`src/rtl/mult_seq_if.sv`:
```
// rtl/mult_seq_if.sv - request/response bundle for the sequential multiplier
interface mult_seq_if #(
  parameter int WIDTH = 8
);
  logic                   start;
  logic                   abort;
  logic                   signed_mode;
  logic [WIDTH-1:0]       A;
  logic [WIDTH-1:0]       B;
  logic [2*WIDTH-1:0]     Result;
  logic                   done;
  logic                   busy;
  logic                   Z;
  logic                   OV;
  logic                   NEG;

  modport master (
    output start, abort, signed_mode, A, B,
    input  Result, done, busy, Z, OV, NEG
  );

  modport slave (
    input  start, abort, signed_mode, A, B,
    output Result, done, busy, Z, OV, NEG
  );
endinterface

```
`src/rtl/mult_seq_param.sv`:
```
// rtl/mult_seq_param.sv - parametrised shift-add multiplier, sign-magnitude core
module mult_seq_param #(
  parameter int WIDTH      = 8,
  parameter bit EARLY_EXIT = 1'b0
) (
  input  logic       clk,
  input  logic       rst_n,
  mult_seq_if.slave  bus
);
  localparam int W2 = 2 * WIDTH;
  localparam int CW = $clog2(WIDTH);

  typedef enum logic [1:0] {IDLE, RUN, FIX} state_t;

  state_t            state_q, state_d;
  logic [W2-1:0]     mcand_q, mcand_d;
  logic [WIDTH-1:0]  mplier_q, mplier_d;
  logic [W2-1:0]     acc_q, acc_d;
  logic [CW-1:0]     cnt_q, cnt_d;
  logic              sign_q, sign_d;
  logic              mode_q, mode_d;
  logic [W2-1:0]     result_q, result_d;
  logic              z_q, z_d;
  logic              ov_q, ov_d;
  logic              neg_q, neg_d;
  logic              busy_q, busy_d;
  logic              done_q, done_d;

  logic [WIDTH-1:0]  a_mag, b_mag, mplier_nxt;
  logic [W2-1:0]     acc_sum, res;
  logic              last;

  // Magnitude of -2^(WIDTH-1) wraps to itself, which is the correct unsigned value.
  assign a_mag      = (bus.signed_mode && bus.A[WIDTH-1]) ? -bus.A : bus.A;
  assign b_mag      = (bus.signed_mode && bus.B[WIDTH-1]) ? -bus.B : bus.B;
  assign acc_sum    = acc_q + (mplier_q[0] ? mcand_q : '0);
  assign mplier_nxt = mplier_q >> 1;
  assign res        = sign_q ? -acc_q : acc_q;
  assign last       = (cnt_q == CW'(WIDTH - 1)) || (EARLY_EXIT && (mplier_nxt == '0));

  always_comb begin
    state_d  = state_q;
    mcand_d  = mcand_q;
    mplier_d = mplier_q;
    acc_d    = acc_q;
    cnt_d    = cnt_q;
    sign_d   = sign_q;
    mode_d   = mode_q;
    result_d = result_q;
    z_d      = z_q;
    ov_d     = ov_q;
    neg_d    = neg_q;
    busy_d   = busy_q;
    done_d   = 1'b0;
    case (state_q)
      IDLE: begin
        if (bus.start && !bus.abort) begin
          mcand_d  = {{WIDTH{1'b0}}, a_mag};
          mplier_d = b_mag;
          acc_d    = '0;
          cnt_d    = '0;
          sign_d   = bus.signed_mode & (bus.A[WIDTH-1] ^ bus.B[WIDTH-1]);
          mode_d   = bus.signed_mode;
          busy_d   = 1'b1;
          state_d  = RUN;
        end
      end
      RUN: begin
        if (bus.abort) begin
          busy_d  = 1'b0;
          state_d = IDLE;
        end else begin
          acc_d    = acc_sum;
          mcand_d  = mcand_q << 1;
          mplier_d = mplier_nxt;
          cnt_d    = cnt_q + CW'(1);
          if (last) state_d = FIX;
        end
      end
      FIX: begin
        busy_d  = 1'b0;
        state_d = IDLE;
        if (!bus.abort) begin
          result_d = res;
          z_d      = (res == '0);
          // Signed fit means the top WIDTH+1 bits are pure sign extension.
          ov_d     = mode_q ? !((&res[W2-1:WIDTH-1]) || !(|res[W2-1:WIDTH-1]))
                            : (|res[W2-1:WIDTH]);
          neg_d    = mode_q & res[W2-1];
          done_d   = 1'b1;
        end
      end
      default: state_d = IDLE;
    endcase
  end

  always_ff @(posedge clk or negedge rst_n) begin
    if (!rst_n) begin
      state_q  <= IDLE;
      mcand_q  <= '0;
      mplier_q <= '0;
      acc_q    <= '0;
      cnt_q    <= '0;
      sign_q   <= 1'b0;
      mode_q   <= 1'b0;
      result_q <= '0;
      z_q      <= 1'b0;
      ov_q     <= 1'b0;
      neg_q    <= 1'b0;
      busy_q   <= 1'b0;
      done_q   <= 1'b0;
    end else begin
      state_q  <= state_d;
      mcand_q  <= mcand_d;
      mplier_q <= mplier_d;
      acc_q    <= acc_d;
      cnt_q    <= cnt_d;
      sign_q   <= sign_d;
      mode_q   <= mode_d;
      result_q <= result_d;
      z_q      <= z_d;
      ov_q     <= ov_d;
      neg_q    <= neg_d;
      busy_q   <= busy_d;
      done_q   <= done_d;
    end
  end

  assign bus.Result = result_q;
  assign bus.done   = done_q;
  assign bus.busy   = busy_q;
  assign bus.Z      = z_q;
  assign bus.OV     = ov_q;
  assign bus.NEG    = neg_q;
endmodule

```
`src/flat_wrapper.sv`:
```
// flat-port wrapper written by rule: the top's interface ports become plain ports
module mult_seq_param_flat 
#(
  parameter int WIDTH      = 8,
  parameter bit EARLY_EXIT = 1'b0
)
  (clk, rst_n, bus_start, bus_abort, bus_signed_mode, bus_A, bus_B, bus_Result, bus_done, bus_busy, bus_Z, bus_OV, bus_NEG);
  mult_seq_if #(.WIDTH(WIDTH)) bus_i ();
  input  logic clk;
  input  logic rst_n;
  input wire logic [$bits(bus_i.start)-1:0] bus_start;
  input wire logic [$bits(bus_i.abort)-1:0] bus_abort;
  input wire logic [$bits(bus_i.signed_mode)-1:0] bus_signed_mode;
  input wire logic [$bits(bus_i.A)-1:0] bus_A;
  input wire logic [$bits(bus_i.B)-1:0] bus_B;
  output wire logic [$bits(bus_i.Result)-1:0] bus_Result;
  output wire logic [$bits(bus_i.done)-1:0] bus_done;
  output wire logic [$bits(bus_i.busy)-1:0] bus_busy;
  output wire logic [$bits(bus_i.Z)-1:0] bus_Z;
  output wire logic [$bits(bus_i.OV)-1:0] bus_OV;
  output wire logic [$bits(bus_i.NEG)-1:0] bus_NEG;
  assign bus_i.start = bus_start;
  assign bus_i.abort = bus_abort;
  assign bus_i.signed_mode = bus_signed_mode;
  assign bus_i.A = bus_A;
  assign bus_i.B = bus_B;
  assign bus_Result = bus_i.Result;
  assign bus_done = bus_i.done;
  assign bus_busy = bus_i.busy;
  assign bus_Z = bus_i.Z;
  assign bus_OV = bus_i.OV;
  assign bus_NEG = bus_i.NEG;
  mult_seq_param #(.WIDTH(WIDTH), .EARLY_EXIT(EARLY_EXIT)) u_core (.clk(clk), .rst_n(rst_n), .bus(bus_i));
endmodule
```
`config.mk`:
```
export PLATFORM = sky130hd
export DESIGN_NAME = mult_seq_param_flat
export DESIGN_NICKNAME = d
export VERILOG_FILES = /design/src/rtl/mult_seq_if.sv /design/src/rtl/mult_seq_param.sv /design/src/flat_wrapper.sv
export SDC_FILE = /design/constraint.sdc
export NUM_CORES = 1
export LEC_CHECK = 0
export ABC_AREA = 1
export CAP_MARGIN = 25
export CORE_MARGIN = 10
export CORE_UTILIZATION = 30
export DETAILED_ROUTE_END_ITERATION = 10
export DONT_BUFFER_PORTS = 1
export MAX_ROUTING_LAYER = met4
export SYNTH_ARGS = -nofsm -noshare
export SYNTH_HDL_FRONTEND = slang
export SYNTH_SLANG_ARGS = --single-unit
```
`constraint.sdc`:
```
create_clock -name clk -period 3.3 [get_ports clk]
set_input_delay 0.66 -clock clk [delete_from_list [all_inputs] [get_ports clk]]
set_output_delay 0.66 -clock clk [all_outputs]
set_load 0.005 [all_outputs]
```
==> metrics.csv, run 1 <==
metric,value,unit
global-route wire length before repair,19400,µm
Core ar.,14600,µm²
Port Buf Inserts,0,
number of buffers created by CTS,9,
Worst VDD drop,0.333,mV
worst slew pin tran,0.802,ns
DRT iter0 DRCs,269,
Syn Inst Count,616,
MaxCap Viol Count,0,
antenna-violating nets left,0,
Final Cycle Share,70.9,%
cell count after placement,787,
fin nets,665,
largest net degree at the start of global routing,31,
row cnt,44,
Syn Area/Cell,7.29,µm²
crit path DAT,2.56,ns
Reg2Reg Launch Point,u_core.state_q[1],
clk buf depth,2,
Hold Slack,0.0159,ns
total power,4.84,mW
min Tclk post-route,2.34,ns
final RePlAce weighted congestion,0.917,
Final Skew,0.0101,ns
sequential fraction of the synthesis area,37.9,%
final core occ,34.6,%
Crit Path Max Fanout,30,
gr usage total,12.4,%
hpwl dp,8640,µm
placed inst area,4670,µm²
grt met1 use,16.1,%
CTS tree,done,
die height,142,µm
vias in the first global route,3790,
diode count,0,
GR peak layer,met2,
setup TNS,0,ns
most frequent cells in the layout,"162 x nand2_1, 78 x inv_1, 68 x dfrtp_1",
leakage,2.60,nW
Syn Std Cell Area,4490,µm²
"Area growth, synth to finish",12.4,%
Fmax,427,MHz
Yosys warning count,0,
FF-to-FF path depth,11,
Clock Pin Slew Worst Setup and Hold Paths,0.05,ns
"commonest non-fill, non-tap cell in the layout",nand2_1,
final worst setup slack,0.960,ns
status,"finished, final reports clean",
"Hold Vio Cnt, Final",0,
r2r endpoint,u_core.mplier_q[4],
met2 GRT Util,18.2,%
Sink Count,68,
Rel. slew slack,46.4,%
Root Driver,clkbuf_16,
number of antenna violations at the first check in global routing,0,
DR vias,3930,
routed wire length,11800,µm
I/O pin cnt,42,
"Distinct cells, synth",37,
Hold Path Class,in -> async,
Max Slew Vio Count,0,
Setup WS pre-CTS,0.919,ns
Initial Util,30.8,%
global-route met3 utilization,2.94,%
clk_lat worst skew,0.35,ns
crit path capture type,flip-flop,
"Design Area, Final",5050,µm²
routed length per instance,14.6,µm
Syn Nets,662,
synthesis-stage register bit count,68,
drt pass-1 iters,5,
RSZ-0062 raised after global routing,false,
gr ovfl total,0,
pwr dens,958,nW/µm²
"area leader, netlist",dfrtp_1,
Post-route DRC,0,
Filler cells,1524,
layout cell share with drive strength beyond 1,8.17,%
vias per inst,4.86,
Die Width,142,µm
critical path type,reg -> reg,
die area,20300,µm²
CTS-repair resized insts,0,
top-area cell type share of the netlist area,37.9,%
r2r setup slk,0.96,ns
Startpoint Class,flip-flop,
Synth area leaders,"dfrtp_1 38%, nand2_1 14%, ha_1 6.7%, inv_1 6.5%, o21ai_0 6.1%",
Final Non-Filler Cells,808,
final setup violation count,0,
WP data required,3.52,ns
H-tree depth,3,
[cells in the mapped netlist (all sizes together)]
cell type,n
xor2,10
inv,85
buf,9
a21boi,1
nand2,167
o221ai,2
o31ai,8
o21bai,2
dfrtp,68
xnor2,3
a21oi,34
ha,24
nand4,4
o21ai,61
fa,1
a21o,2
a31oi,6
o22ai,8
or2,1
and2,1
a32oi,1
nand3,38
clkbuf,8
o211ai,8
nor3,4
nor2,60
[critical path, cell delays in order (launching register included)]
cell      delay, ns
dfrtp_1        0.35
inv_1          0.07
ha_1           0.18
buf_4          0.19
inv_2          0.29
nor2_2         0.07
nand2_1        0.11
inv_2          0.06
nor2_4         0.33
inv_2          0.32
o211ai_1       0.19
nand2_1        0.07
[worst max-delay path by stage]
| stage | from | end | slack [ns] | depth (start not counted) |
|---|---|---|---|---|
| floorplan | u_core.mplier_q[0] | u_core.acc_q[8] | 1.05 | 13 |
| CTS | u_core.state_q[1] | u_core.mcand_q[12] | 0.91 | 11 |
| global route | u_core.mplier_q[0] | u_core.acc_q[6] | 0.66 | 10 |
| finish | u_core.state_q[1] | u_core.mplier_q[4] | 0.96 | 11 |
| global placement | u_core.state_q[1] | u_core.mplier_q[4] | 0.95 | 11 |
| detailed placement | u_core.state_q[1] | u_core.mcand_q[12] | 0.92 | 11 |
[routing by layer]
layer | vias up | wire (µm)
li1 | 2026 | -
met1 | 1803 | 5690
met2 | 86 | 5110
met3 | 15 | 748
met4 | 0 | 246
met5 | - | 0
[where the power goes]
| group | internal (mW) | total, mW | switching, mW |
|---|---|---|---|
| Sequential | 1.16 | 1.52 | 0.360 |
| Combinational | 0.780 | 2.27 | 1.49 |
| Clock | 0.681 | 1.05 | 0.365 |
[cell families after synthesis]
| group | after synthesis | synth area share [%] |
|---|---|---|
| fa+ha+maj | 25 | 7.13 |
| buf+inv | 102 | 8.97 |
| simple gates | 275 | 26.1 |
| xor+xnor | 13 | 2.70 |
| flops | 68 | 37.9 |
| compound gates | 133 | 17.2 |
[registers in the layout, summed over array words and instances, names as in the netlist]
register,count
u_core.cnt_q,3
u_core.acc_q,16
u_core.bus.NEG,1
u_core.state_q,2
u_core.mode_q,1
u_core.bus.Z,1
u_core.mplier_q,8
u_core.bus.done,1
u_core.bus.OV,1
u_core.bus.Result,16
u_core.bus.busy,1
u_core.mcand_q,16
u_core.sign_q,1
[timing repair]
item                                    4_1_cts  5_1_grt
setup buffers                                 0        0
endpoints found under the setup margin        0        0
hold endpoints to repair                     23        0
hold buffers                                  5        0
[area by class of cell]
class | count | area [µm²] | area share [%]
Tap cell | 184 | 230 | 4.56
Clock buffer | 12 | 246 | 4.88
Multi-Input combinational cell | 446 | 2390 | 47.3
Inverter | 85 | 319 | 6.32
Sequential cell | 68 | 1700 | 33.7
Clock inverter | 4 | 72.6 | 1.44
Timing Repair Buffer | 9 | 90.1 | 1.78
No activity file was read; power rests on OpenSTA's default activity.
==> run 2, diff against run 1 <==
==> constraint.sdc (replaced) <==
create_clock -name clk -period 2.4 [get_ports clk]
set_input_delay 0.48 -clock clk [delete_from_list [all_inputs] [get_ports clk]]
set_output_delay 0.48 -clock clk [all_outputs]
set_load 0.005 [all_outputs]
==> run 2 against run 1 <==
Combinational power grew 41%. Global-route usage down 0.48 points. Clock skew shrank 0.0045 ns. Critical path type unchanged. Cell count increased by 0.12%. Cell area rose by 0.77%. First-iteration DRC count is 13% lower. Maximum frequency up 7.1%.
==> metrics.csv, run 2 (synthesis gave the netlist of run 1 again) <==
metric,value,unit
worst path cell trace,nand2_1 -> inv_1 -> ha_1 -> a21oi_1 -> nand2_1 -> a21oi_1 -> o21ai_0 -> o21ai_0 -> o21ai_0,
setup TNS,0,ns
Root Driver,clkbuf_16,
Max Slew Vio Count,0,
DRT iter0 DRCs,233,
gr usage total,11.9,%
routed length per instance,13.8,µm
die area,20300,µm²
clk buf depth,2,
gr ovfl total,0,
Die Width,142,µm
Core ar.,14600,µm²
number of buffers created by CTS,9,
routed wire length,11200,µm
Sink Count,68,
Hold Path Class,in -> async,
WP data required,2.60,ns
DR vias,3841,
hpwl dp,8400,µm
CP Launch Point,u_core.mplier_q[0],
CP peak stage delay,0.47,ns
Port Buf Inserts,0,
CP most frequent cell,o21ai_0,
status,"finished, final reports clean",
antenna-violating nets left,0,
placed inst area,4710,µm²
crit path DAT,2.39,ns
row cnt,44,
Final Skew,0.00563,ns
Rel. slew slack,66.7,%
leakage,2.63,nW
critical path type,reg -> reg,
vias per inst,4.75,
final RePlAce weighted congestion,0.936,
Initial Util,30.8,%
RSZ-0062 raised after global routing,false,
I/O pin cnt,42,
"Hold Vio Cnt, Final",0,
worst slew pin tran,0.499,ns
Startpoint Class,flip-flop,
r2r setup slk,0.22,ns
H-tree depth,3,
"Slowest-stage cell, CP",dfrtp_2,
fin nets,666,
"Design Area, Final",5090,µm²
crit path capture type,flip-flop,
Final Cycle Share,91.0,%
Fmax,458,MHz
min Tclk post-route,2.18,ns
vias in the first global route,3863,
CTS tree,done,
largest net degree at the start of global routing,69,
"Area growth, synth to finish",13.2,%
Post-route DRC,0,
drt pass-1 iters,5,
final setup violation count,0,
number of antenna violations at the first check in global routing,0,
layout cell share with drive strength beyond 1,9.28,%
die height,142,µm
"commonest non-fill, non-tap cell in the layout",nand2_1,
most frequent cells in the layout,"162 x nand2_1, 78 x inv_1, 67 x dfrtp_1",
diode count,0,
pwr dens,1340,nW/µm²
Reg2Reg Launch Point,u_core.mplier_q[0],
MaxCap Viol Count,0,
global-route wire length before repair,19000,µm
Worst VDD drop,0.504,mV
Clock Pin Slew Worst Setup and Hold Paths,0.06,ns
Crit Path Max Fanout,12,
clk_lat worst skew,0.34,ns
## run 2: cell types whose count changed in the layout (fill, tap and decap cells not counted), sizes merged
cell / previous run / this run
dlygate4sd3: 4 / 0
buf: 5 / 10
bufinv: 2 / 3
clkinvlp: 1 / 0
## run 2: repair_timing
action,4_1_cts,5_1_grt
hold buffers,1,0
setup endpoints to repair,0,2
hold endpoints to repair,68,0
gates resized for setup,0,1
buffers inserted,0,0
## run 2: critical path, delay by kind of cell, from the launching register on
family	cells	cell delay, ns
AO/OA/AOI/OAI	5	1.01
adder cells (fa/ha/maj)	1	0.34
buffers and inverters	1	0.05
flip-flops	1	0.47
AND/OR/NAND/NOR	2	0.18
## run 2: metrics by stage
stage | util, % | worst slack, ns | std cells | power [mW] | hold WS [ns]
after global placement | 32.3 | 0.224 | 792 | 5.22 | 0.188
after global routing | 34.9 | 0.0372 | 809 | 7.52 | 0.0327
after CTS | 34.9 | 0.193 | 809 | 6.89 | 0.0272
after detailed placement | 32.3 | 0.208 | 792 | 5.25 | 0.188
final | 34.9 | 0.216 | 809 | 6.83 | 0.0155
after floorplan | - | 0.151 | 616 | 4.48 | 0.184
## run 2: path summary, 6_finish.rpt
check	to	depth (start not counted)
max	u_core.acc_q[7]	9
min	u_core.bus.Z	1
max reg2reg	u_core.acc_q[7]	9
min reg2reg	u_core.mplier_q[3]	2
max in group asynchronous	u_core.mplier_q[0]	1
min in group clk	u_core.mplier_q[0]	2
## run 2: report_power, final
| part | internal, mW | switching (mW) |
|---|---|---|
| combinational | 1.11 | 2.08 |
| clock | 1.07 | 0.497 |
| sequential | 1.59 | 0.469 |
## run 2: cell type report
cell class	count	area, µm²
clock buffers	12	256
flip-flops and latches	68	1700
clock inverters	4	95.1
repair buffers	10	95.1
well taps	184	230
fillers	1557	9500
inverters	85	319
multi-input cells	446	2390
## run 2: routing by layer
| layer | track usage [%] | routed length, µm |
|---|---|---|
| met1 | 15.5 | 5660 |
| met2 | 16.9 | 4740 |
| met3 | 3.00 | 591 |
| met4 | 5.48 | 182 |
| met5 | - | 0 |
==> run 3, diff against run 2 <==
==> constraint.sdc (replaced) <==
create_clock -name clk -period 2.1 [get_ports clk]
set_input_delay 0.42 -clock clk [delete_from_list [all_inputs] [get_ports clk]]
set_output_delay 0.42 -clock clk [all_outputs]
set_load 0.005 [all_outputs]
==> run 3 against run 2 <==
Sequential share of layout area decreased by 0.84 points. Largest power group unchanged. Power increased by 13%. Worst hold slack improved by 0.22 ns. Critical endpoint is now u_core.acc_q[6]. Register-to-register slack got worse by 0.098 ns. Highest routed layer unchanged.
==> metrics.csv, run 3 (synthesis gave the netlist of run 1 again) <==
metric,value,unit
status,"finished, final reports clean",
CP most frequent cell,inv_1,
final core occ,35.7,%
die height,142,µm
placed inst area,4810,µm²
CTS tree,done,
number of antenna violations at the first check in global routing,0,
I/O pin cnt,42,
worst path cell trace,buf_4 -> nand2_1 -> inv_1 -> ha_1 -> a21oi_2 -> o21ai_2 -> nor2_1 -> inv_1 -> or2_2 -> nand3_1 -> o21ai_0,
Hold Path Class,in -> reg,
gr ovfl total,0,
final RePlAce weighted congestion,0.907,
final setup violation count,0,
DRT iter0 DRCs,226,
crit path DAT,2.21,ns
Setup WS pre-CTS,0.0349,ns
"Hold Vio Cnt, Final",0,
WP data required,2.32,ns
Clock Pin Slew Worst Setup and Hold Paths,0.05,ns
global-route wire length before repair,19000,µm
hpwl dp,8480,µm
Min-Delay Endpoint,u_core.mcand_q[7],
clk buf depth,2,
row cnt,44,
Core ar.,14600,µm²
"CP delay by family, top",simple AND/OR/NAND/NOR gates,
Startpoint Class,flip-flop,
post-CTS setup buffers,0,
MaxCap Viol Count,0,
number of buffers created by CTS,9,
Initial Util,30.8,%
r2r endpoint,u_core.acc_q[6],
largest net degree at the start of global routing,69,
"Area growth, synth to finish",16.1,%
CP peak stage delay,0.38,ns
antenna-violating nets left,0,
fin nets,678,
RSZ-0062 raised after global routing,true,
Worst VDD drop,0.501,mV
worst slew pin tran,0.422,ns
Root Driver,clkbuf_16,
hold depth,2,
drt pass-1 iters,4,
gr usage total,12.0,%
final worst setup slack,0.119,ns
Crit path depth,11,
grt met1 use,15.1,%
Crit Path Max Fanout,6,
routed length per instance,13.6,µm
clk_lat worst skew,0.35,ns
min Tclk post-route,1.98,ns
vias in the first global route,3866,
CP Launch Point,u_core.mplier_q[0],
vias per inst,4.81,
H-tree depth,3,
critical path type,reg -> reg,
CP Buf/Inv Count,3,
Final Skew,0.00619,ns
"commonest non-fill, non-tap cell in the layout",nand2_1,
crit path capture type,flip-flop,
leakage,2.67,nW
routed wire length,11200,µm
global-route met3 utilization,3.60,%
Reg2Reg Launch Point,u_core.mplier_q[0],
met2 GRT Util,17.2,%
Sink Count,68,
pwr dens,1480,nW/µm²
die area,20300,µm²
Port Buf Inserts,0,
Max Slew Vio Count,0,
Die Width,142,µm
Final Cycle Share,94.3,%
most frequent cells in the layout,"160 x nand2_1, 77 x inv_1, 68 x dfrtp_1",
DR vias,3945,
GR peak layer,met2,
diode count,0,
r2r setup slk,0.12,ns
Worst Min Path Start,bus_A[7],
FF-to-FF path depth,11,
Hold Slack,0.231,ns
Post-route DRC,0,
"Slowest-stage cell, CP",dfrtp_1,
Rel. slew slack,71.9,%
Fmax,505,MHz
"Design Area, Final",5220,µm²
layout cell share with drive strength beyond 1,13.8,%
==> run 3: cell count changes in the layout (fill, tap and decap cells not counted), sizes merged <==
cell	before	now
buf	10	21
bufinv	3	1
clkinvlp	0	1
clkbuf	12	11
dlygate4sd3	0	1
clkinv	1	3
==> run 3: per-layer routing <==
layer | vias up | share of wire [%]
met5 | - | 0
met4 | 0 | 2.4
met3 | 17 | 5.4
met2 | 72 | 42
met1 | 1804 | 50
li1 | 2052 | -
==> run 3: through the flow <==
| step | TNS [ns] | total power [mW] | std cells |
|---|---|---|---|
| 2_1_floorplan | 0 | 5.13 | 616 |
| 3_3_place_gp | 0 | 6.11 | 803 |
| 3_5_place_dp | 0 | 6.14 | 803 |
| 4_1_cts | 0 | 7.70 | 821 |
| 5_1_grt | -0.140 | 8.54 | 821 |
| 6_report | 0 | 7.74 | 821 |
==> run 3: worst register-to-register path, stage by stage, from the launching register on <==
cell	delay, ns
dfrtp_1	0.38
buf_4	0.16
nand2_1	0.07
inv_1	0.05
ha_1	0.32
a21oi_2	0.19
o21ai_2	0.09
nor2_1	0.12
inv_1	0.08
or2_2	0.27
nand3_1	0.06
o21ai_0	0.07
==> run 3: layout make-up <==
cell class                 count  area (µm²)
multi-input combinational    446        2470
clock buffer                  11         233
sequential                    68        1700
inverter                      85         319
clock inverter                 5        52.6
timing repair buffer          22         213
tap                          184         230
fill                        1549        9370
==> run 3: repair_timing <==
| action | in CTS | in global routing |
|---|---|---|
| endpoints found under the hold margin | 68 | 0 |
| hold buffers | 2 | 0 |
| endpoints found under the setup margin | 0 | 11 |
| resized for setup | 0 | 27 |
==> run 3: how the worst max path moves through the flow <==
stage / end / slack, ns
finish: u_core.acc_q[6] / 0.12
global route: u_core.acc_q[14] / -0.06
CTS: u_core.acc_q[15] / 0.03
detailed placement: u_core.acc_q[15] / 0.03
global placement: u_core.acc_q[8] / 0.06
floorplan: u_core.acc_q[8] / 0.03
==> run 3: where the power goes <==
part | total [mW] | internal [mW] | switching (mW) | leakage [nW]
combinational | 3.92 | 1.46 | 2.47 | 1.64
clock | 1.48 | 0.913 | 0.572 | 0.139
sequential | 2.33 | 1.82 | 0.509 | 0.891
total | 7.74 | 4.19 | 3.55 | 2.67
